`config.mk`:
```
export PLATFORM = sky130hd
export DESIGN_NAME = linebuf_wr_sched
export DESIGN_NICKNAME = d
export VERILOG_FILES = /design/src/rtl/linebuf_wr_sched.sv
export SDC_FILE = /design/constraint.sdc
export NUM_CORES = 1
export LEC_CHECK = 0
export CORE_MARGIN = 5
export CORE_UTILIZATION = 48
export DETAILED_ROUTE_END_ITERATION = 6
export PLACE_DENSITY = 0.92
export SYNTH_ARGS = -nofsm -noshare
export SYNTH_HDL_FRONTEND = slang
export SYNTH_SLANG_ARGS = --single-unit
```
`constraint.sdc`:
```
create_clock -name clk -period 3.58 [get_ports clk]
set_clock_uncertainty 0.15 [all_clocks]
set_input_delay 0.358 -clock clk [delete_from_list [all_inputs] [get_ports clk]]
set_output_delay 0.358 -clock clk [all_outputs]
set_load 0.03 [all_outputs]
```
`src/rtl/linebuf_wr_sched.sv`:
```
// linebuf_wr_sched: issues one scanline of pixel jobs to the iteration
// engines, funnels their results onto the line buffer write port and
// ping-pongs the write bank between lines.
//
// state    | meaning
// IDLE     | no line in progress, waiting for line_req
// DISPATCH | offering x coordinates to engines and collecting results
// DRAIN    | every x issued, collecting the outstanding results
module linebuf_wr_sched #(
  parameter int N_ENG = 4,
  parameter int MAX_W = 1024
) (
  input  logic                clk,
  input  logic                rst,
  input  logic                line_req,
  input  logic [9:0]          line_y,
  input  logic [10:0]         cfg_width,
  output logic [N_ENG-1:0]    job_valid,
  output logic [9:0]          job_x,
  output logic [9:0]          job_y,
  input  logic [N_ENG-1:0]    job_ready,
  input  logic [N_ENG-1:0]    res_valid,
  input  logic [10*N_ENG-1:0] res_x,
  input  logic [8*N_ENG-1:0]  res_iter,
  output logic [N_ENG-1:0]    res_ready,
  output logic                lb_we,
  output logic                lb_bank,
  output logic [9:0]          lb_addr,
  output logic [7:0]          lb_data,
  output logic                busy,
  output logic                line_done,
  output logic                done_bank,
  output logic                overrun
);
  localparam int PW = (N_ENG > 1) ? $clog2(N_ENG) : 1;
  localparam logic [10:0] MAX_W_L = 11'(MAX_W);

  typedef enum logic [1:0] {IDLE, DISPATCH, DRAIN} state_t;
  state_t state, state_nxt;

  logic [10:0]      width, ix, wc, width_in;
  logic             wr_bank;
  logic [PW-1:0]    iss_ptr, res_ptr;
  logic [N_ENG-1:0] offer, res_gnt, job_acc;
  logic             res_hs, line_fin, start, zero_line, ovr;
  logic [9:0]       sel_x;
  logic [7:0]       sel_iter;

  // One-hot grant to the first requester at or after ptr, wrapping around.
  function automatic logic [N_ENG-1:0] rr_pick(input logic [N_ENG-1:0] req,
                                               input logic [PW-1:0] ptr);
    logic [N_ENG-1:0] gnt;
    logic [PW-1:0]    idx;
    gnt = '0;
    for (int k = N_ENG - 1; k >= 0; k--) begin
      idx = PW'((int'(ptr) + k) % N_ENG);
      if (req[idx]) begin
        gnt      = '0;
        gnt[idx] = 1'b1;
      end
    end
    return gnt;
  endfunction

  // Pointer value one past the granted engine.
  function automatic logic [PW-1:0] ptr_after(input logic [N_ENG-1:0] oh);
    logic [PW-1:0] p;
    p = '0;
    for (int i = 0; i < N_ENG; i++) begin
      if (oh[i]) p = PW'((i + 1) % N_ENG);
    end
    return p;
  endfunction

  assign width_in = (cfg_width > MAX_W_L) ? MAX_W_L : cfg_width;
  assign res_gnt  = rr_pick(res_valid, res_ptr);
  assign job_acc  = job_valid & job_ready;
  assign res_hs   = |res_ready;
  // Completion is decided on the final handshake so line_done lines up with its write.
  assign line_fin = res_hs && ((wc + 11'd1) == width);
  assign busy     = (state != IDLE);

  // Select the granted engine's result fields.
  always_comb begin
    sel_x    = '0;
    sel_iter = '0;
    for (int i = 0; i < N_ENG; i++) begin
      if (res_ready[i]) begin
        sel_x    = sel_x | res_x[10*i +: 10];
        sel_iter = sel_iter | res_iter[8*i +: 8];
      end
    end
  end

  // State register.
  always_ff @(posedge clk) begin
    if (rst) state <= IDLE;
    else     state <= state_nxt;
  end

  // Next state, job offer selection and combinational result grant.
  always_comb begin
    state_nxt = state;
    start     = 1'b0;
    zero_line = 1'b0;
    ovr       = 1'b0;
    offer     = '0;
    res_ready = '0;
    case (state)
      IDLE: begin
        if (line_req) begin
          if (width_in == 11'd0) begin
            zero_line = 1'b1;
          end else begin
            start     = 1'b1;
            state_nxt = DISPATCH;
          end
        end
      end
      DISPATCH: begin
        ovr       = line_req;
        res_ready = res_gnt;
        if (line_fin) begin
          state_nxt = IDLE;
        end else if ((ix == width) && !(|job_valid)) begin
          state_nxt = DRAIN;
        end
        if (!(|job_valid) && (ix < width)) offer = rr_pick(job_ready, iss_ptr);
      end
      DRAIN: begin
        ovr       = line_req;
        res_ready = res_gnt;
        if (line_fin) state_nxt = IDLE;
      end
      default: state_nxt = IDLE;
    endcase
  end

  // Line latches, job offer, write port, counters and bank bookkeeping.
  always_ff @(posedge clk) begin
    if (rst) begin
      width     <= '0;
      ix        <= '0;
      wc        <= '0;
      wr_bank   <= 1'b0;
      iss_ptr   <= '0;
      res_ptr   <= '0;
      job_valid <= '0;
      job_x     <= '0;
      job_y     <= '0;
      lb_we     <= 1'b0;
      lb_bank   <= 1'b0;
      lb_addr   <= '0;
      lb_data   <= '0;
      line_done <= 1'b0;
      done_bank <= 1'b0;
      overrun   <= 1'b0;
    end else begin
      lb_we     <= 1'b0;
      line_done <= 1'b0;
      overrun   <= ovr;
      if (start || zero_line) begin
        job_y <= line_y;
        width <= width_in;
        ix    <= '0;
        wc    <= '0;
      end
      if (zero_line) begin
        line_done <= 1'b1;
        done_bank <= wr_bank;
        wr_bank   <= ~wr_bank;
      end
      if (|offer) begin
        job_valid <= offer;
        job_x     <= ix[9:0];
        iss_ptr   <= ptr_after(offer);
      end else if (|job_acc) begin
        job_valid <= '0;
        ix        <= ix + 11'd1;
      end
      if (res_hs) begin
        lb_we   <= 1'b1;
        lb_addr <= sel_x;
        lb_data <= sel_iter;
        lb_bank <= wr_bank;
        wc      <= wc + 11'd1;
        res_ptr <= ptr_after(res_ready);
      end
      if (line_fin) begin
        line_done <= 1'b1;
        done_bank <= wr_bank;
        wr_bank   <= ~wr_bank;
      end
    end
  end

endmodule

```
* After elaboration in Yosys (flattened, before gate mapping)
Index checks and enable logic that the tools add are counted.
** Cells by class
- Equal/unequal tests :: 8
- $lt $le $gt $ge :: 18
- Bitwise gates (word level) :: 9
- $add $sub $neg :: 8
- Multiplexer cells :: 86
- Reductions and logical operators :: 26
** Operator list (number)
- $mux 11 :: 6
- $mux 4 :: 13
- $mux 10 :: 4
- $mux 8 :: 4
- $mux 1 :: 31
- $or 10x10->10 :: 3
- $lt 2x3->1 const B :: 8
- $or 8x8->8 :: 3
- $add 11x1->11 const B :: 2
- $eq 11x11->1 :: 2
- $mux 2 :: 11
- $bmux 1 s2 :: 8
- $demux 1 s2 :: 8
- $ge 2x1->1 const B :: 8
- $reduce_or 4->1 :: 4
- $gt 11x11->1 const B :: 1
- $logic_and 1x1->1 :: 11
- $logic_not 11->1 :: 1
- $lt 11x11->1 :: 1
- $add 2x2->2 const B :: 4
- $reduce_bool 2->1 :: 4
- $ne 2x2->1 const B :: 3
- $pmux 2 s3 :: 1
- $add 2x1->2 const B :: 2
- 10 further kinds :: 12
** Word-level totals
- Logic and storage cells :: 172
- Flip-flop bits (word level) :: 87

* Logic depth before layout (Yosys ltp)
Gate-level depths: netlist of run 1.
- Depth in word-level cells :: 17
- Depth in mapped cells :: 12
- Depth with buffers taken out :: 9

* Least setup slack after synthesis of run 1
Ideal clock, no wire load.
- Path type :: reg-to-reg
- Start point :: reg res_ptr[0]
- End point :: reg wc[10]
- Library setup time :: 0.117 ns
- Clock period less this slack :: 3.163 ns
- Required time :: 3.313 ns
- Data arrival time :: 2.896 ns
- Path slack :: 0.417 ns
- Stages on the path, launching flop included :: 12
- Buffers on the path :: 2
- Cells stage by stage :: dfxtp_1 -> buf_6 -> inv_1 -> ha_1 -> mux4_2 -> a21oi_1 -> nand3_1 -> a22o_1 -> or4_4 -> buf_6 -> mux2i_1 -> a32o_1
** Between the ends
- Cells in the longest elaborated chain, start to end :: 12
** Ends and longest elaborated chain
- start, declared :: RTL line 43 : logic [PW-1:0] iss_ptr, res_ptr;
- start signal, assigned :: RTL line 187 : res_ptr <= ptr_after(res_ready);
- $add 2x2->2 :: RTL line 56 : idx = PW'((int'(ptr) + k) % N_ENG);
- $lt 2x3->1 (implied by the code) / $ge 2x1->1 (equally long branches) :: RTL line 59 : gnt[idx] = 1'b1;
- $logic_and 1x1->1 (implied by the code) :: RTL line 59
- $mux 1 (implied by the code) :: RTL line 59
- $demux 1 s2 :: RTL line 59
- $mux 4 (3 in a row) :: RTL line 57 : if (req[idx]) begin
- $mux 4 (*) :: RTL line 57
- $mux 4 (*) :: RTL line 109 : case (state)
- $reduce_or 4->1 (*) :: RTL line 78 : assign res_hs = |res_ready;
- $mux 11 / $reduce_bool 2->1 (equally long branches)
- end signal, assigned :: RTL line 186 : wc <= wc + 11'd1;
- end, declared :: RTL line 41 : logic [10:0] width, ix, wc, width_in;
Every way passes the cells marked *; elsewhere a longest branch is shown, timed or not. The select of a mux whose other input is x is not followed.
A chain may end at the register's enable or synchronous reset.

* Final worst setup path of run 1
- Start point :: reg res_ptr[0]
- End point :: out res_ready[1]
** Between the ends
- Cells in the longest elaborated chain, start to end :: 10
** Ends and longest elaborated chain
- $add 2x2->2 :: RTL line 56
- $lt 2x3->1 (implied by the code) / $ge 2x1->1 (equally long branches) :: RTL line 59
- $logic_and 1x1->1 (implied by the code) :: RTL line 59
- $mux 1 (implied by the code) :: RTL line 59
- $demux 1 s2 :: RTL line 59
- $mux 4 (3 in a row) :: RTL line 57
- $mux 4 (*) :: RTL line 57
- $mux 4 (*) :: RTL line 109
- end, declared :: RTL line 25 : output logic [N_ENG-1:0] res_ready,
Marked as above.

==> results.py, run 1 <==
metrics = {
    "place": {
        "place_congestion": 0.879,
        "hpwl_mm": 12.5,
        "dp.cells": 880,
        "portBuffers": 155,
    },
    "synthesis": {
        "seq_area_frac_synth": 0.339,
        "ys_async_sr_fraction": 0,
        "synth_edf_count": 0,
        "yosys_warnings": 0,
        "synth_area_leaders": "dfxtp_1 34%, ha_1 7.6%, a22oi_1 5.9%, nand2_1 5.7%, a21oi_1 5.3%",
        "ys_ff_latch": 87,
        "netlist.area_leader.share": 0.339,
        "syn-num-nets": 754,
        "yosysMostFrequentCell": "dfxtp_1",
        "yosysTopAreaCell": "dfxtp_1",
        "synth_cell_types": 55,
        "synth_common_cells": "87 x dfxtp_1, 78 x nand2_1, 54 x a21oi_1, 40 x a22oi_1",
        "syn_avg_cell_area_um2": 8.29,
        "yosys_most_used_dff": "dfxtp_1",
        "syn-instance-count": 619,
        "syn_area_mm2": 0.00513,
    },
    "setup_path": {
        "critical_path_arrival_ps": 2740,
        "reg2reg_depth": 9,
        "crit_path_cell_trace": "inv_1 -> ha_1 -> mux4_2 -> a211oi_1 -> a22o_1 -> buf_4 -> buf_4",
        "crit_path_start_kind": "flop",
        "crit_path_max_fanout": 21,
        "crit_path_end_kind": "primary output",
        "crit_required_ps": 3070,
        "worst-setup-path-type": "reg2out",
        "r2r_end": "state[1]",
        "cp_common_cell": "buf_4",
        "slowest_stage": "mux4_2",
        "slowest_delay_ps": 410,
        "reg2reg_from": "res_ptr[0]",
        "r2r_slack_ps": 350,
    },
    "floorplan": {
        "coreArea_mm2": 0.0104,
        "row_count": 37,
        "die_w_um": 113,
        "die_h_um": 113,
        "fp.dieArea_mm2": 0.0129,
        "start_util": 0.495,
        "ios": 156,
    },
    "routing": {
        "drt-pass1-iter-count": 5,
        "drc": 0,
        "drt_iter0_markers": 428,
        "vias": 5454,
        "vias_per_cell": 6.09,
        "wire_per_inst_um": 18.3,
        "antenna_left": 0,
        "routed_wl_mm": 16.4,
    },
    "timing": {
        "setup-tns-final_ps": 0,
        "finalSetupViolations": 0,
        "fin_crit_ps": 3250,
        "slew_violations": 0,
        "holdWs_ps": 311,
        "fmax_mhz": 308,
        "rsz0062_at_grt": "no",
        "worst_pin_slew_ps": 743,
        "fin_crit_sh": 0.907,
        "slew_headroom": 0.504,
        "finalHoldViolations": 0,
    },
    "final_layout": {
        "nNetsFinal": 890,
        "utilization": 0.672,
        "nFillCells": 817,
        "fin_cells": 896,
        "synthToLayoutAreaGrowth_pct": 35.7,
        "drive_gt1_frac": 0.0738,
    },
    "min_path": {
        "hold_class": "reg2reg",
        "whs_path_depth": 2,
        "worstHoldEndpoint": "job_y[0]",
        "holdCritStartpoint": "job_y[0]",
    },
    "clock_network": {
        "cts_resized": 0,
        "clkLatencyLatePin_ps": 370,
        "htree_num_levels": 3,
        "cts_tree": "yes",
        "clk_pin_slew_ps": 90,
        "clk_path_buf_depth": 2,
        "post_cts_buffers": 0,
        "ctsHoldBuffers": 0,
        "cts_sinks": 87,
        "cts_made_buffers": 9,
        "clockRootBuffer": "clkbuf_8",
    },
    "power_and_ir_drop": {
        "ir_drop_mv": 0.393,
        "p_leak_uw": 0.00249,
        "power_density_mw_per_mm2": 638,
    },
    "global_route": {
        "gr-total-overflow": 0,
        "grt_pass1_vias": 5443,
        "grt_antenna_before_repair": 1,
        "grt_max_degree": 50,
        "grt_pass1_wl_mm": 26.6,
        "grt_usage": 0.255,
    },
    "status": {
        "status": "complete, no violations",
    },
    "flow_run": {
        "cap_violations": 0,
    },
}
state kept, by name, indices dropped and copies added (netlist names), 2 cells and up:
signal	flops
width	11
lb_addr	10
wc	11
iss_ptr	2
lb_data	8
ix	11
job_x	10
res_ptr	2
job_y	10
state	2
job_valid	4
cells in the final DEF (no fill, tap or decap), types with 7 or more instances in the layout:
master           count
buf_4               16
inv_1               29
a31oi_1             24
clkdlybuf4s50_1    150
a211oi_1             7
nor3_1               8
nor3b_1             10
mux2i_1              8
o21ai_0             21
dfxtp_1             87
nand2_1             78
and3_1               7
nand4_1             16
a311oi_1             7
nor2_1              34
xnor2_1              9
a21oi_1             54
a22oi_1             40
nand3_1             26
mux4_2               7
ha_1                31
clkbuf_8             9
power breakdown:
part           internal [uW]  total [uW]  switching, uW
clock                    392         761            369
sequential              1110        1240            126
combinational            969        2450           1480
layer usage:
| layer | track usage | vias to the layer above | share of wire |
|---|---|---|---|
| met5 | 0 | - | 0 |
| met4 | 0.111 | 0 | 0.030 |
| met3 | 0.0785 | 36 | 0.10 |
| met2 | 0.446 | 283 | 0.49 |
| met1 | 0.284 | 2580 | 0.38 |
| li1 | - | 2555 | - |
metrics by stage:
| step | setup WS, ps | instance area [um2] | power (uW) |
|---|---|---|---|
| 6_report | 333 | 6970 | 4440 |
| 5_1_grt | 176 | 6970 | 4720 |
| 4_1_cts | 349 | 6960 | 4430 |
| 3_5_place_dp | 209 | 6750 | 3660 |
| 3_3_place_gp | 326 | 6750 | 3560 |
| 2_1_floorplan | 417 | 5130 | 2950 |
critical path, delay by kind of cell, from the launching register on:
| family | cells | cell delay [ps] |
|---|---|---|
| compound gates | 2 | 560 |
| fa+ha+maj | 1 | 400 |
| buf+inv | 3 | 670 |
| flops | 1 | 340 |
| mux | 1 | 410 |
worst max-delay path by stage:
stage	startpoint	endpoint	slack [ps]	cells after the start
5_1_grt	res_ptr[0]	res_ready[1]	180	7
4_1_cts	res_ptr[0]	res_ready[1]	350	7
3_5_place_dp	res_valid[2]	state[1]	210	8
2_1_floorplan	res_ptr[0]	wc[10]	420	11
3_3_place_gp	res_valid[2]	state[1]	330	8
6_report	res_ptr[0]	res_ready[1]	330	7
logic make-up after synthesis:
kind of cell    Yosys count  synth area share
flops                    87             0.339
simple gates            203             0.193
buf+inv                  72            0.0592
mux                      20            0.0573
fa+ha+maj                31            0.0756
xor+xnor                 12            0.0205
compound gates          194             0.255
layout make-up:
cell class / instances / area (um2) / area share
multi-input combinational: 460 / 3090 / 0.443
sequential: 87 / 1740 / 0.250
timing repair buffer: 168 / 1650 / 0.236
tap: 136 / 170 / 0.0244
clock buffer: 10 / 128 / 0.0183
inverter: 29 / 109 / 0.0156
clock inverter: 5 / 82.6 / 0.0119
antenna: 1 / 2.50 / 0.000359
No activity file was read; power rests on OpenSTA's default activity.
==> run 2: changes to the inputs <==
- CTS_CLUSTER_SIZE: default -> 30
==> results of run 2 <==
The final DEF is identical to that of run 1; final timing and power are the same.
==> run 3: changes to the inputs <==
- SETUP_SLACK_MARGIN: default -> 0.4
==> run 3 against run 2 <==
  * Register-to-register slack improved by 160 ps
  * Critical path depth rose by 1
  * Fmax rose by 5.9%
  * Die area did not move
  * Sequential share of layout area fell by 0.20 points
  * Via count rose by 1.4%
  * First-iteration DRC count rose by 0.23%
  * Clock-buffer cell count did not move
==> results.py, run 3 (synthesized netlist as in run 1, its figures left out) <==
metrics = {
    "place": {
        "dp.cells": 880,
        "hpwl_mm": 12.5,
        "portBuffers": 155,
        "place_ws_ps": 209,
        "place_congestion": 0.879,
    },
    "status": {
        "status": "complete, no violations",
    },
    "setup_path": {
        "crit_path_start_kind": "flop",
        "crit_required_ps": 3640,
        "crit_path_max_fanout": 11,
        "worst-setup-path-type": "reg2reg",
        "critical_path_arrival_ps": 3130,
        "crit_path_end_kind": "flop",
        "r2r_slack_ps": 510,
    },
    "global_route": {
        "use_met1": 0.284,
        "grt_usage": 0.254,
        "grt_pass1_wl_mm": 26.6,
        "grt_antenna_before_repair": 1,
        "gr-total-overflow": 0,
        "gr-usage-met2": 0.443,
        "grt_max_degree": 50,
        "use_met3": 0.0790,
        "grt_pass1_vias": 5436,
        "grt-busiest-layer": "met2",
    },
    "final_layout": {
        "fin_cells": 898,
        "top_regs": "ix (11), wc (11), width (11)",
        "seq_area_mm2": 0.00174,
        "multiInputGateArea_mm2": 0.00313,
        "layout_common_cells": "150 x clkdlybuf4s50_1, 87 x dfxtp_1, 78 x nand2_1",
        "nNetsFinal": 892,
        "synthToLayoutAreaGrowth_pct": 36.9,
        "nFillCells": 811,
        "utilization": 0.677,
        "drive_gt1_frac": 0.0867,
        "final_common_cell": "clkdlybuf4s50_1",
    },
    "timing": {
        "fin_crit_sh": 0.857,
        "fmax_mhz": 326,
        "finalHoldViolations": 0,
        "setup-tns-final_ps": 0,
        "slew_headroom": 0.449,
        "rsz0062_at_grt": "no",
        "finalSetupViolations": 0,
        "slew_violations": 0,
        "worst_pin_slew_ps": 826,
        "fin_crit_ps": 3070,
        "setup_ws_ps": 513,
    },
    "power_and_ir_drop": {
        "total_power_uw": 4540,
        "power_density_mw_per_mm2": 646,
        "ir_drop_mv": 0.415,
        "p_leak_uw": 0.00250,
    },
    "floorplan": {
        "coreArea_mm2": 0.0104,
        "die_w_um": 113,
        "die_h_um": 113,
        "start_util": 0.495,
        "fp.dieArea_mm2": 0.0129,
        "ios": 156,
        "row_count": 37,
    },
    "flow_run": {
        "cap_violations": 0,
    },
    "routing": {
        "drt_iter0_markers": 429,
        "vias_per_cell": 6.16,
        "antenna_left": 0,
        "wire_per_inst_um": 18.5,
        "drc": 0,
        "drt-pass1-iter-count": 5,
        "routed_wl_mm": 16.6,
        "vias": 5530,
    },
    "clock_network": {
        "clk_path_buf_depth": 2,
        "htree_num_levels": 3,
        "cts_made_buffers": 9,
        "clkLatencyLatePin_ps": 380,
        "cts_tree": "yes",
        "clk_pin_slew_ps": 90,
        "clockRootBuffer": "clkbuf_8",
        "ctsHoldBuffers": 0,
        "cts_sinks": 87,
    },
    "min_path": {
        "hold_class": "reg2reg",
    },
}
## run 3: cell types whose count changed in the layout (fill, tap and decap cells not counted), sizes merged
| cell | before | now |
|---|---|---|
| or4 | 2 | 4 |
## run 3: cell type report
cell class                 count  share of cell area
clock buffer                  10              0.0182
tap                          136              0.0242
timing repair buffer         168               0.237
multi-input combinational    462               0.445
sequential                    87               0.248
clock inverter                 5              0.0118
inverter                      29              0.0155
antenna                        1            0.000356
## run 3: power breakdown
group,internal [uW],total (uW),switching (uW)
Sequential,1110,1240,127
Combinational,1020,2540,1520
Clock,392,761,368
Total,2520,4540,2020
## run 3: per-layer routing
metal  up-vias  share of wire
li1       2572              -
met1      2602           0.37
met2       306           0.48
met3        50           0.11
met4         0          0.036
met5         -              0
## run 3: critical path, stage by stage (launching register included)
cell and delay, ps:
dfxtp_1 360, buf_4 210, mux4_2 620, a21oi_1 160
nand3_1 90, a22o_2 270, or4_2 840, nand2_1 120
a311oi_1 110
## run 3: worst paths after layout
kind                    from        to  cells past startpoint
setup reg to reg  res_ptr[0]     wc[4]                      8
hold / removal      job_y[8]  job_y[8]                      2
hold reg to reg     job_y[8]  job_y[8]                      2
setup / recovery  res_ptr[0]     wc[4]                      8
## run 3: what timing repair did
item | CTS | global route
resized for setup | 3 | 9
setup buffers | 0 | 0
cloned | 0 | 2
pin swaps | 0 | 1
setup endpoints to repair | 5 | 28
## run 3: stage by stage
step | hold WS, ps | instance area [um2]
floorplan | 295 | 5130
global route | 335 | 7020
detailed placement | 299 | 6750
CTS | 312 | 6980
finish | 312 | 7020
global placement | 289 | 6750
